[config.mk]
export PLATFORM = sky130hd
export DESIGN_NAME = aer_tx_flat
export DESIGN_NICKNAME = d
export VERILOG_FILES = /design/src/rtl/aer_tx_if.sv /design/src/rtl/aer_tx.sv /design/src/flat_wrapper.sv
export SDC_FILE = /design/constraint.sdc
export NUM_CORES = 1
export LEC_CHECK = 0
export ABC_AREA = 1
export CAP_MARGIN = 20
export CORE_UTILIZATION = 33
export DETAILED_ROUTE_END_ITERATION = 7
export GPL_TIMING_DRIVEN = 0
export PLACE_DENSITY = 0.68
export REMOVE_ABC_BUFFERS = 1
export SLEW_MARGIN = 20
export SYNTH_ARGS = -nofsm -noshare
export SYNTH_HDL_FRONTEND = slang
export SYNTH_SLANG_ARGS = --single-unit
[constraint.sdc]
create_clock -name clk -period 1.8 [get_ports clk]
set_clock_uncertainty 0.1 [all_clocks]
set_input_delay 0.36 -clock clk [delete_from_list [all_inputs] [get_ports clk]]
set_output_delay 0.36 -clock clk [all_outputs]
set_load 0.02 [all_outputs]
[src/rtl/aer_tx_if.sv]
// AER link bundle: address bus, request and asynchronous acknowledge.
// The transmitter drives addr/req (master); the off-block receiver answers on ack (slave).
interface aer_tx_if #(
    parameter int DATA_WIDTH = 16
);
    logic [DATA_WIDTH-1:0] addr;
    logic                  req;
    logic                  ack;

    modport master (output addr, output req, input ack);
    modport slave  (input addr, input req, output ack);
endinterface

[src/rtl/aer_tx.sv]
// Spike-FIFO reader that ships each popped address over a 4-phase AER req/ack link,
// with ack synchronisation, per-phase ack timeout and a completed-event counter.
module aer_tx #(
    parameter int DATA_WIDTH     = 16,
    parameter int SYNC_STAGES    = 2,
    parameter int SETUP_CYCLES   = 1,
    parameter int TIMEOUT_CYCLES = 1023,
    parameter int CNT_WIDTH      = 32
) (
    input  logic                  clk,
    input  logic                  reset,
    input  logic                  enable,
    input  logic                  fifo_empty,
    input  logic [DATA_WIDTH-1:0] fifo_data,
    output logic                  fifo_rd,
    aer_tx_if.master              aer,
    output logic                  busy,
    output logic                  timeout_err,
    input  logic                  clr_err,
    output logic [CNT_WIDTH-1:0]  event_count
);

    typedef enum logic [1:0] {
        IDLE    = 2'd0,
        SETUP   = 2'd1,
        REQ     = 2'd2,
        RELEASE = 2'd3
    } state_t;

    localparam int WAIT_MAX = (TIMEOUT_CYCLES > SETUP_CYCLES) ? TIMEOUT_CYCLES : SETUP_CYCLES;
    localparam int WCW      = (WAIT_MAX < 2) ? 1 : $clog2(WAIT_MAX + 1);
    localparam bit TO_EN    = (TIMEOUT_CYCLES > 0);
    localparam logic [WCW-1:0] SETUP_LAST = WCW'(SETUP_CYCLES - 1);
    localparam logic [WCW-1:0] TO_LAST    = TO_EN ? WCW'(TIMEOUT_CYCLES - 1) : {WCW{1'b0}};
    localparam logic [WCW-1:0] WAIT_SAT   = {WCW{1'b1}};
    localparam logic [WCW-1:0] WAIT_ONE   = WCW'(1);
    localparam logic [CNT_WIDTH-1:0] CNT_ONE = CNT_WIDTH'(1);

    logic [SYNC_STAGES-1:0] ack_sync_r;
    logic                   ack_s;
    state_t                 state_r, state_s;
    logic [WCW-1:0]         wait_cnt_r, wait_cnt_s;
    logic                   timed_out_r, timed_out_s;
    logic                   timeout_s, done_s, fifo_rd_s;
    logic                   aer_req_r, aer_req_s;
    logic [DATA_WIDTH-1:0]  aer_addr_r, aer_addr_s;
    logic                   busy_r, busy_s;
    logic                   timeout_err_r, timeout_err_s;
    logic [CNT_WIDTH-1:0]   event_count_r, event_count_s;

    assign ack_s     = ack_sync_r[SYNC_STAGES-1];
    assign fifo_rd_s = (state_r == IDLE) & enable & ~fifo_empty & ~ack_s;

    assign fifo_rd     = fifo_rd_s;
    assign aer.addr    = aer_addr_r;
    assign aer.req     = aer_req_r;
    assign busy        = busy_r;
    assign timeout_err = timeout_err_r;
    assign event_count = event_count_r;

    // Bring the receiver's asynchronous ack into the clk domain.
    always_ff @(posedge clk or negedge reset) begin
        if (!reset) begin
            ack_sync_r <= {SYNC_STAGES{1'b0}};
        end else begin
            ack_sync_r <= {ack_sync_r[SYNC_STAGES-2:0], aer.ack};
        end
    end

    // State and registered outputs.
    always_ff @(posedge clk or negedge reset) begin
        if (!reset) begin
            state_r       <= IDLE;
            wait_cnt_r    <= {WCW{1'b0}};
            timed_out_r   <= 1'b0;
            aer_req_r     <= 1'b0;
            aer_addr_r    <= {DATA_WIDTH{1'b0}};
            busy_r        <= 1'b0;
            timeout_err_r <= 1'b0;
            event_count_r <= {CNT_WIDTH{1'b0}};
        end else begin
            state_r       <= state_s;
            wait_cnt_r    <= wait_cnt_s;
            timed_out_r   <= timed_out_s;
            aer_req_r     <= aer_req_s;
            aer_addr_r    <= aer_addr_s;
            busy_r        <= busy_s;
            timeout_err_r <= timeout_err_s;
            event_count_r <= event_count_s;
        end
    end

    // Next-state logic; an ack that arrives on the last waiting cycle beats the timeout.
    always_comb begin
        state_s   = state_r;
        timeout_s = 1'b0;
        done_s    = 1'b0;
        case (state_r)
            IDLE: begin
                if (fifo_rd_s) state_s = SETUP;
                else           state_s = IDLE;
            end
            SETUP: begin
                if (wait_cnt_r >= SETUP_LAST) state_s = REQ;
                else                          state_s = SETUP;
            end
            REQ: begin
                if (ack_s) begin
                    state_s = RELEASE;
                end else if (TO_EN && (wait_cnt_r == TO_LAST)) begin
                    state_s   = RELEASE;
                    timeout_s = 1'b1;
                end else begin
                    state_s = REQ;
                end
            end
            RELEASE: begin
                if (!ack_s) begin
                    state_s = IDLE;
                    done_s  = ~timed_out_r;
                end else if (TO_EN && (wait_cnt_r == TO_LAST)) begin
                    state_s   = IDLE;
                    timeout_s = 1'b1;
                end else begin
                    state_s = RELEASE;
                end
            end
            default: state_s = IDLE;
        endcase
    end

    // Next values of the registered outputs, wait counter and error bookkeeping.
    always_comb begin
        aer_req_s = (state_s == REQ);
        busy_s    = (state_s != IDLE);

        if (fifo_rd_s) aer_addr_s = fifo_data;
        else           aer_addr_s = aer_addr_r;

        if (state_s != state_r)        wait_cnt_s = {WCW{1'b0}};
        else if (wait_cnt_r != WAIT_SAT) wait_cnt_s = wait_cnt_r + WAIT_ONE;
        else                           wait_cnt_s = wait_cnt_r;

        // A request-phase timeout marks the event so the release exit does not count it.
        if (state_r == IDLE)                  timed_out_s = 1'b0;
        else if (timeout_s && (state_r == REQ)) timed_out_s = 1'b1;
        else                                  timed_out_s = timed_out_r;

        if (timeout_s)    timeout_err_s = 1'b1;
        else if (clr_err) timeout_err_s = 1'b0;
        else              timeout_err_s = timeout_err_r;

        if (done_s) event_count_s = event_count_r + CNT_ONE;
        else        event_count_s = event_count_r;
    end

endmodule
[src/flat_wrapper.sv]
// flat-port wrapper written by rule: the top's interface ports become plain ports
module aer_tx_flat 
#(
    parameter int DATA_WIDTH     = 16,
    parameter int SYNC_STAGES    = 2,
    parameter int SETUP_CYCLES   = 1,
    parameter int TIMEOUT_CYCLES = 1023,
    parameter int CNT_WIDTH      = 32
)
  (clk, reset, enable, fifo_empty, fifo_data, fifo_rd, busy, timeout_err, clr_err, event_count, aer_addr, aer_req, aer_ack);
  aer_tx_if #(.DATA_WIDTH(DATA_WIDTH)) aer_i ();
  input  logic clk;
  input  logic reset;
  input  logic enable;
  input  logic fifo_empty;
  input  logic [DATA_WIDTH-1:0] fifo_data;
  output logic fifo_rd;
  output logic busy;
  output logic timeout_err;
  input  logic clr_err;
  output logic [CNT_WIDTH-1:0] event_count;
  output wire logic [$bits(aer_i.addr)-1:0] aer_addr;
  output wire logic [$bits(aer_i.req)-1:0] aer_req;
  input wire logic [$bits(aer_i.ack)-1:0] aer_ack;
  assign aer_addr = aer_i.addr;
  assign aer_req = aer_i.req;
  assign aer_i.ack = aer_ack;
  aer_tx #(.DATA_WIDTH(DATA_WIDTH), .SYNC_STAGES(SYNC_STAGES), .SETUP_CYCLES(SETUP_CYCLES), .TIMEOUT_CYCLES(TIMEOUT_CYCLES), .CNT_WIDTH(CNT_WIDTH)) u_core (.clk(clk), .reset(reset), .enable(enable), .fifo_empty(fifo_empty), .fifo_data(fifo_data), .fifo_rd(fifo_rd), .aer(aer_i), .busy(busy), .timeout_err(timeout_err), .clr_err(clr_err), .event_count(event_count));
endmodule
==> run_results.csv, run 1 <==
group,metric,value,unit
run_status,status,"finished clean",
clocking,clockRootBuffer,"clkbuf_8",
worst_hold_path,hp-class,"register to register",
synthesis,yosys-top-cells-count,"nand2_1, dfrtp_1, inv_1",
detailed_routing,drt_iter0_markers,153,
timing,slew_headroom,71.0,%
detailed_routing,drc,0,
timing,maxSlewViolCount,0,
setup_path,cp-start-kind,"register",
setup_path,crit_family,"buffers and inverters",
cells_and_area,n_antenna_cell,0,
detailed_routing,first_pass_iters,4,
clocking,clkTransAtPathRegs,0.06,ns
setup_path,cp_num_buf_inv,1,
synthesis,syn_area,3430,sq um
setup_path,regToRegSetupSlack,0.08,ns
clocking,htreeDepth,3,
power,p_leak,2.52,nW
cells_and_area,final.fill_count,976,
cells_and_area,synthToLayoutAreaGrowth,41.7,%
clocking,cts_num_sinks,66,
synthesis,synth_edf_count,0,
detailed_routing,routed_via_density,4.59,
die,dieArea,10800,sq um
detailed_routing,drt_wl_total,8510,um
detailed_routing,wl_per_cell,12.3,um
grt,grt_max_degree,48,
die,die_h,104,um
grt,antenna_found_initial,0,
die,fp-row-count,36,
timing,layout_worst_path_cycle_share,97.5,%
die,coreArea,9910,sq um
synthesis,yosysUniqueCellTypes,25,
cells_and_area,seqCellArea,1660,sq um
clocking,cts_buffers,9,
power,peakVddDrop,0.543,mV
placement,gp_congestion,0.844,
setup_path,rr_worst_depth,9,
cells_and_area,drive_gt1_share,13.8,%
detailed_routing,via_count,3170,
synthesis,yosysSeqAreaShare,48.2,%
setup_path,cp-startpoint,"u_core.aer.addr[12]",
clocking,tritoncts,"done",
run,maxCapViolCount,0,
synthesis,synth_area_leaders,"dfrtp_1, nand2_1, inv_1, nor2_1, xor2_1",
synthesis,synth.most_common_cell,"nand2_1",
setup_path,crit_type,"register to output pin",
power,power_density,1020,nW/um^2
die,start_util,34.6,%
grt,grt_pass1_wl,14400,um
timing,tightest_slew,0.434,ns
setup_path,critPathMaxFanout,2,
timing,setup_viol,0,
die,io_pins,74,
synthesis,syn_avg_cell_area,7.57,sq um
cells_and_area,multi_input_area,1710,sq um
setup_path,cp_num_cells,1,
setup_path,r2r-end,"u_core.event_count[18]",
grt,grt-ovfl-total,0,
setup_path,required,1.34,ns
clocking,clk_latency,0.34,ns
timing,rsz0062_at_grt,"yes",
setup_path,slowest_delay,0.61,ns
setup_path,reg2reg_from,"u_core.ack_sync_r[1]",
placement,dp.cells,656,
grt,grt_use_total,16.5,%
synthesis,synth_area_leader_cell,"dfrtp_1",
synthesis,synth_seq_cells,66,
placement,portBuffers,73,
synthesis,netlist.area_leader.share,48.2,%
setup_path,critPathSlowestCell,"clkdlybuf4s50_1",
cells_and_area,nets,578,
synthesis,synth_flop_cell,"dfrtp_1",
detailed_routing,drtAntennaViolNets,0,
power,p_total,0.00494,W
placement,dpl.hpwl,6010,um
timing,hold_slack,0.252,ns
timing,hold_viol,0,
timing,max_freq,0.570,GHz
die,dieWidth,104,um
cells_and_area,final_cell_count_no_fill,690,
synthesis,yosys_warnings,0,
setup_path,endpoint,"aer_addr[12]",
setup_path,endpoint_kind,"output pin",
setup_path,crit_chain,"clkdlybuf4s50_1",
setup_path,critPathArrivalTime,1.30,ns
timing,layout_min_cycle_time,1.76,ns
synthesis,synth_cells,453,
grt,first_global_vias,3049,
synthesis,synth-async-reset-ratio,100,%
clocking,clockBufferDepth,2,
## worst min-delay path by stage
stage,start,end,slack (ns),cells past startpoint
2_1_floorplan,reset,u_core.ack_sync_r[0],-0.04,0
3_3_place_gp,u_core.ack_sync_r[0],u_core.ack_sync_r[1],0.23,0
3_5_place_dp,reset,u_core.event_count[31],0.17,1
4_1_cts,u_core.ack_sync_r[0],u_core.ack_sync_r[1],0.26,0
5_1_grt,u_core.ack_sync_r[0],u_core.ack_sync_r[1],0.26,0
6_report,u_core.ack_sync_r[0],u_core.ack_sync_r[1],0.25,0
## power by group
part	leakage, nW	total, W	switching (W)	internal, W
combinational	1.55	0.00166	0.000951	0.000706
sequential	0.871	0.00199	0.000212	0.00178
clock	0.106	0.00130	0.000554	0.000745
total	2.52	0.00494	0.00172	0.00323
## stage by stage
stage / worst slack, ns / area (sq um) / util [%] / TNS, ns
2_1_floorplan: -0.0456 / 3410 / - / -0.0712
3_3_place_gp: -1.98 / 4310 / 43.5 / -154.93
3_5_place_dp: -1.47 / 4330 / 43.7 / -27.62
4_1_cts: -0.00842 / 4610 / 46.5 / -0.00842
5_1_grt: -0.0174 / 4860 / 49.0 / -0.0527
6_report: 0.0450 / 4860 / 49.0 / 0
## kinds of logic after synthesis
kind of cell	after synthesis	share of synthesized area (%)
AND/OR/NAND/NOR	284	34.9
flip-flops	66	48.2
buffers and inverters	58	6.39
XOR/XNOR	28	7.16
AO/OA/AOI/OAI	14	2.26
adder cells (fa/ha/maj)	3	1.10
## final cells by class
class | count | share of cell area (%)
multi-input cells | 329 | 35.2
flip-flops and latches | 66 | 34.1
repair buffers | 92 | 18.4
inverters | 54 | 4.48
clock buffers | 13 | 3.48
well taps | 133 | 3.43
clock inverters | 2 | 0.721
repair inverters | 1 | 0.155
## layer usage
layer | part of all wire [%] | wire (um) | global-route usage, %
met1 | 48 | 4080 | 22.8
met2 | 46 | 3920 | 25.5
met3 | 4.2 | 361 | 2.69
met4 | 1.8 | 153 | 7.55
met5 | 0 | 0 | 0
## registers in the layout, indices dropped and copies added (netlist names)
signal,flops
u_core.wait_cnt_r,10
u_core.state_r,2
u_core.busy,1
u_core.aer.addr,16
u_core.aer.req,1
u_core.timed_out_r,1
u_core.event_count,32
u_core.ack_sync_r,2
u_core.timeout_err,1
## layout by cell type, fill, tap and decap left out, types with 2 or more instances in the layout
cell             instances
nor2_1                  43
nand3b_1                 4
dlygate4sd2_1           32
ha_1                     3
nor3_4                   5
nand3_1                 17
nor2_2                   5
nand2_1                172
dlymetal6s2s_1          12
buf_4                   17
o21ai_0                 10
xnor2_1                  8
nand3_2                  2
nor3_2                   7
inv_1                   51
clkbuf_8                12
clkdlybuf4s50_1         27
nand4_1                  8
dfrtp_2                  5
nand2_4                  2
nor2_4                   5
dfrtp_1                 61
xor2_1                  20
nand2_2                  6
nor3_1                   6
## worst reg2reg max path: cells and delay by family, from the launching register on
family                 cells  cell delay (ns)
buffers and inverters      1             0.15
and+or+nand+nor            8             0.91
DFF                        1             0.46
## timing repair
action | 4_1_cts | 5_1_grt
pin swaps | 3 | 3
buffers inserted | 6 | 11
endpoints found under the setup margin | 90 | 41
resized for setup | 53 | 44
hold buffers | 1 | 0
gates cloned | 0 | 1
endpoints found under the hold margin | 19 | 0
Note: power is estimated with default switching activity, not from simulation.
==> run 2, diff against run 1 <==
--- a/config.mk
+++ b/config.mk
@@ -7,10 +7,12 @@
 export LEC_CHECK = 0
 export ABC_AREA = 1
 export CAP_MARGIN = 20
+export CORE_ASPECT_RATIO = 0.75
 export CORE_UTILIZATION = 33
 export DETAILED_ROUTE_END_ITERATION = 7
+export DONT_BUFFER_PORTS = 1
 export GPL_TIMING_DRIVEN = 0
-export PLACE_DENSITY = 0.68
+export PLACE_DENSITY = 0.59
 export REMOVE_ABC_BUFFERS = 1
 export SLEW_MARGIN = 20
 export SYNTH_ARGS = -nofsm -noshare
==> run_results.csv, run 2 (synthesis results as in run 1) <==
group,metric,value,unit
timing,layout_min_cycle_time,1.77,ns
setup_path,rr_worst_depth,7,
run_status,status,"complete, but fails checks",
timing,tightest_slew,0.425,ns
die,dieWidth,120,um
cells_and_area,largest_reg_flops,32,
clocking,clockRootBuffer,"clkbuf_16",
die,dieArea,10800,sq um
timing,hold_viol,66,
clocking,hold_buffers,1,
timing,setup_viol,0,
run,maxCapViolCount,0,
setup_path,cp_common_cell,"nand2_1",
setup_path,crit_chain,"inv_1, nor4_2, nand2_2, nor2_2, nand2_1, nand2_1, nand2_1",
clocking,clk_latency,0.32,ns
detailed_routing,drt_iter0_markers,206,
setup_path,r2r-end,"u_core.event_count[18]",
cells_and_area,synthToLayoutAreaGrowth,27.6,%
cells_and_area,mostFrequentLayoutCell,"nand2_1",
detailed_routing,wl_per_cell,14.2,um
cells_and_area,final_cell_count_no_fill,624,
die,coreArea,9850,sq um
clocking,tritoncts,"done",
timing,rsz0062_at_grt,"yes",
detailed_routing,met2_length,3800,um
timing,slew_headroom,71.4,%
detailed_routing,routed_via_density,4.70,
power,power_density,1180,nW/um^2
grt,antenna_found_initial,0,
setup_path,critPathMaxFanout,5,
placement,portBuffers,0,
detailed_routing,first_pass_iters,5,
setup_path,critPathArrivalTime,1.88,ns
cells_and_area,layout_common_cells,"nand2_1, inv_1, nor2_1",
detailed_routing,via_count,2930,
setup_path,endpoint_kind,"register",
power,p_leak,1.97,nW
run_status,violations,"hold timing",
setup_path,slowest_delay,0.47,ns
setup_path,reg2reg_from,"u_core.event_count[8]",
cells_and_area,final.fill_count,1012,
timing,setup_ws,0.0338,ns
setup_path,required,1.91,ns
clocking,cts_num_sinks,66,
setup_path,crit_type,"register to register",
grt,grt_max_degree,67,
cells_and_area,n_antenna_cell,0,
placement,dpl.hpwl,5940,um
cells_and_area,nets,513,
clocking,cts_buffers,9,
setup_path,critPathSlowestCell,"dfrtp_2",
die,start_util,34.8,%
power,peakVddDrop,0.523,mV
timing,layout_worst_path_cycle_share,98.1,%
detailed_routing,top_layer_used,"met4",
setup_path,cp-start-kind,"register",
timing,maxSlewViolCount,0,
detailed_routing,wl_met1,4330,um
detailed_routing,drtAntennaViolNets,0,
clocking,htreeDepth,3,
detailed_routing,drc,0,
detailed_routing,dr_wl_met3,618,um
die,fp-row-count,31,
placement,gp_congestion,0.874,
timing,hold_slack,-0.367,ns
die,io_pins,74,
worst_hold_path,hp-class,"input pin to async pin",
grt,first_global_vias,2775,
clocking,clockBufferDepth,2,
timing,setup_tns,0,ns
grt,grt-ovfl-total,0,
timing,max_freq,0.566,GHz
die,die_h,90.3,um
grt,grt_pass1_wl,14400,um
setup_path,regToRegSetupSlack,0.03,ns
grt,grt_use_total,17.0,%
placement,preCtsSetupSlack,-0.557,ns
placement,dp.cells,581,
clocking,clkTransAtPathRegs,0.05,ns
cells_and_area,drive_gt1_share,23.4,%
detailed_routing,drt_wl_total,8860,um
[run 2: cell count changes in the layout (fill, tap and decap cells not counted), sizes merged]
cell,change
buf,+4
bufinv,-1
clkdlybuf4s50,-27
clkinv,+1
dlygate4sd2,-32
dlymetal6s2s,-12
inv,+2
[run 2: worst max-delay path, delay by kind of cell, from the launching register on]
kind                   cells  cell delay (ns)
AND/OR/NAND/NOR            6             0.90
flip-flops                 1             0.47
buffers and inverters      1             0.18
[run 2: cell type report]
type	count	area, sq um	area share (%)
multi-input cells	329	1760	40.2
inverters	54	218	4.98
well taps	132	165	3.78
flip-flops and latches	66	1680	38.5
repair inverters	3	25.0	0.572
clock buffers	13	280	6.41
repair buffers	25	235	5.38
clock inverters	2	10.0	0.229
[run 2: worst max path at each step]
stage	start	end	slack [ns]	depth (start not counted)
global route	u_core.wait_cnt_r[0]	u_core.wait_cnt_r[8]	-0.10	13
global placement	u_core.state_r[1]	fifo_rd	-0.53	3
detailed placement	u_core.state_r[1]	fifo_rd	-0.56	3
floorplan	u_core.ack_sync_r[1]	u_core.event_count[18]	-0.05	8
finish	u_core.event_count[8]	u_core.event_count[18]	0.03	7
CTS	u_core.state_r[0]	fifo_rd	-0.01	4
[run 2: timing repair]
action                                 in CTS  in global routing
cloned                                      0                  3
gates resized for setup                    39                 39
setup endpoints to repair                  58                 32
setup buffers                              13                 11
pin swaps                                   5                 15
endpoints found under the hold margin      67                 66
[run 2: metal layers]
| layer | track usage (%) | up-vias |
|---|---|---|
| met1 | 24.6 | 1384 |
| met5 | 0 | - |
| met3 | 6.38 | 9 |
| met4 | 4.58 | 0 |
| li1 | - | 1466 |
| met2 | 23.5 | 71 |
[run 2: power by group]
| part | leakage [nW] | total, W | switching [W] | internal [W] |
|---|---|---|---|---|
| logic | 0.986 | 0.00112 | 0.000617 | 0.000504 |
| clock network | 0.147 | 0.00167 | 0.000602 | 0.00107 |
| registers | 0.838 | 0.00236 | 0.000583 | 0.00178 |
| total | 1.97 | 0.00516 | 0.00180 | 0.00335 |
[run 2: stage by stage]
step / utilization, % / total power [W] / cell area, sq um
finish: 44.4 / 0.00516 / 4370
global route: 44.4 / 0.00547 / 4370
CTS: 41.7 / 0.00492 / 4110
detailed placement: 36.3 / 0.00299 / 3580
global placement: 36.3 / 0.00296 / 3580
floorplan: - / 0.00279 / 3410
==> run 3, diff against run 2 <==
--- a/config.mk
+++ b/config.mk
@@ -5,14 +5,11 @@
 export SDC_FILE = /design/constraint.sdc
 export NUM_CORES = 1
 export LEC_CHECK = 0
-export ABC_AREA = 1
-export CAP_MARGIN = 20
 export CORE_ASPECT_RATIO = 0.75
 export CORE_UTILIZATION = 33
 export DETAILED_ROUTE_END_ITERATION = 7
 export DONT_BUFFER_PORTS = 1
 export GPL_TIMING_DRIVEN = 0
-export PLACE_DENSITY = 0.59
 export REMOVE_ABC_BUFFERS = 1
 export SLEW_MARGIN = 20
 export SYNTH_ARGS = -nofsm -noshare
==> run_results.csv, run 3 <==
group,metric,value,unit
grt,antenna_found_initial,0,
setup_path,cp_num_buf_inv,2,
power,p_leak,1.56,nW
run,maxCapViolCount,0,
cells_and_area,layout_common_cells,"dfrtp_1, xnor2_1, nand2_1",
clocking,clkTransAtPathRegs,0.05,ns
timing,layout_worst_path_cycle_share,99.4,%
setup_path,reg2reg_from,"u_core.event_count[0]",
cells_and_area,mostFrequentLayoutCell,"dfrtp_1",
die,fp-row-count,29,
setup_path,endpoint_kind,"output pin",
synthesis,yosys_warnings,0,
timing,rsz0062_at_grt,"yes",
clocking,cts_buffers,9,
run_status,status,"complete, but fails checks",
synthesis,syn_area,2990,sq um
die,coreArea,8640,sq um
timing,maxSlewViolCount,0,
synthesis,synth_area_leader_cell,"dfrtp_1",
placement,dpl.hpwl,3750,um
synthesis,synth_edf_count,0,
grt,grt_use_total,13.2,%
cells_and_area,final_cell_count_no_fill,380,
timing,setup_ws,0.0108,ns
grt,grt_max_degree,67,
clocking,clk_latency,0.33,ns
setup_path,slowest_delay,0.46,ns
timing,max_freq,0.559,GHz
setup_path,critPathMaxFanout,7,
synthesis,synth_flop_cell,"dfrtp_1",
timing,tightest_slew,0.378,ns
detailed_routing,drc,8,
die,start_util,34.6,%
detailed_routing,drtAntennaViolNets,0,
cells_and_area,drive_gt1_share,24.6,%
timing,slew_headroom,74.8,%
worst_hold_path,hp-class,"input pin to async pin",
clocking,hold_buffers,1,
setup_path,cp_num_cells,3,
detailed_routing,routed_via_density,5.04,
synthesis,synth-async-reset-ratio,100,%
synthesis,yosys-top-cells-count,"dfrtp_1, xnor2_1, nand2_1",
timing,layout_min_cycle_time,1.79,ns
placement,gp_congestion,0.739,
setup_path,regToRegSetupSlack,0.03,ns
synthesis,yosysSeqAreaShare,55.3,%
clocking,tritoncts,"done",
cells_and_area,synthToLayoutAreaGrowth,20.5,%
setup_path,crit_type,"register to output pin",
synthesis,netlist.area_leader.share,55.3,%
timing,hold_viol,66,
synthesis,synth.most_common_cell,"dfrtp_1",
clocking,cts_num_sinks,66,
die,dieArea,9440,sq um
setup_path,crit_chain,"buf_4, nor4_4, buf_6",
detailed_routing,first_pass_iters,6,
grt,grt-ovfl-total,0,
setup_path,critPathSlowestCell,"dfrtp_2",
clocking,htreeDepth,3,
placement,portBuffers,0,
cells_and_area,fin_util,41.7,%
power,peakVddDrop,0.523,mV
setup_path,required,1.34,ns
placement,dp.cells,348,
timing,hold_slack,-0.380,ns
clocking,clockRootBuffer,"clkbuf_16",
detailed_routing,drt_iter0_markers,95,
synthesis,yosysUniqueCellTypes,37,
die,io_pins,74,
detailed_routing,wl_per_cell,15.4,um
power,power_density,1390,nW/um^2
die,dieWidth,112,um
clocking,clockBufferDepth,2,
synthesis,synth_cells,249,
timing,setup_viol,0,
setup_path,rr_worst_depth,6,
detailed_routing,via_count,1917,
placement,preCtsSetupSlack,-0.393,ns
synthesis,synth_seq_cells,66,
setup_path,cp-startpoint,"u_core.ack_sync_r[1]",
setup_path,endpoint,"fifo_rd",
synthesis,synth_area_leaders,"dfrtp_1, xnor2_1, mux2_2, nand4_1, nand2_1",
cells_and_area,n_antenna_cell,0,
run_status,violations,"DRC, hold timing",
detailed_routing,drt_wl_total,5840,um
setup_path,crit_family,"flip-flops",
grt,first_global_vias,1911,
cells_and_area,nets,292,
setup_path,cp-start-kind,"register",
setup_path,critPathArrivalTime,1.33,ns
synthesis,syn_avg_cell_area,12.0,sq um
setup_path,r2r-end,"u_core.event_count[12]",
grt,grt_pass1_wl,9560,um
cells_and_area,largest_reg_flops,32,
die,die_h,84.4,um
==> run 3: changes by cell type after synthesis, moves of 9 or more <==
cell     delta
inv_1      -49
mux2_2     +16
xnor2_1    +23
xor2_1     -16
nor3_1      -9
nand2_1   -157
nor2_1     -34
==> run 3: where the power goes <==
| group | leakage, nW | internal (W) | switching (W) |
|---|---|---|---|
| registers | 0.859 | 0.00178 | 0.000576 |
| clock network | 0.172 | 0.00136 | 0.000619 |
| logic | 0.530 | 0.000373 | 0.000271 |
==> run 3: worst min-delay path by stage <==
stage	startpoint	endpoint	slack, ns
5_1_grt	reset	u_core.event_count[29]	-0.40
3_5_place_dp	reset	u_core.event_count[29]	-0.03
4_1_cts	reset	u_core.aer.req	-0.40
2_1_floorplan	reset	u_core.ack_sync_r[0]	-0.04
3_3_place_gp	reset	u_core.event_count[30]	-0.03
6_report	reset	u_core.event_count[29]	-0.38
==> run 3: cell type report <==
class | count | area, sq um
Sequential cell | 66 | 1660
Inverter | 3 | 11.3
Fill cell | 828 | 5040
Clock inverter | 3 | 68.8
Multi-Input combinational cell | 170 | 1270
Clock buffer | 13 | 280
Tap cell | 108 | 135
Timing Repair Buffer | 17 | 169
==> run 3: logic make-up (layout without fill, tap and decap cells) <==
group           count (synthesis)  after routing  synth area share, %
simple gates                   95             95                 19.3
flops                          66             66                 55.3
xor+xnor                       35             35                 10.3
compound gates                 19             19                 4.65
mux                            18             18                 6.70
buf+inv                        13             36                 2.55
fa+ha+maj                       3              3                 1.26
==> run 3: routing by layer <==
layer	share of wire (%)	vias up	track usage, %
li1	-	917	-
met3	6.9	6	6.79
met5	0	-	0
met2	44	44	18.7
met4	1.1	0	4.79
met1	48	950	17.1
==> run 3: metrics by stage <==
step                TNS (ns)  instance area (sq um)  hold WS [ns]  power, W
finish                     0                   3600        -0.380   0.00499
global route          -0.432                   3600        -0.399   0.00522
CTS                  -0.0522                   3510        -0.396   0.00499
detailed placement    -12.40                   3070       -0.0343   0.00289
global placement      -17.94                   3060       -0.0344   0.00287
floorplan              -4.44                   2920       -0.0356   0.00274
==> run 3: what timing repair did <==
item / CTS / global route
endpoints found under the hold margin: 67 / 66
buffers inserted: 4 / 11
gates resized for setup: 9 / 4
pin swaps: 4 / 6
setup endpoints to repair: 51 / 33
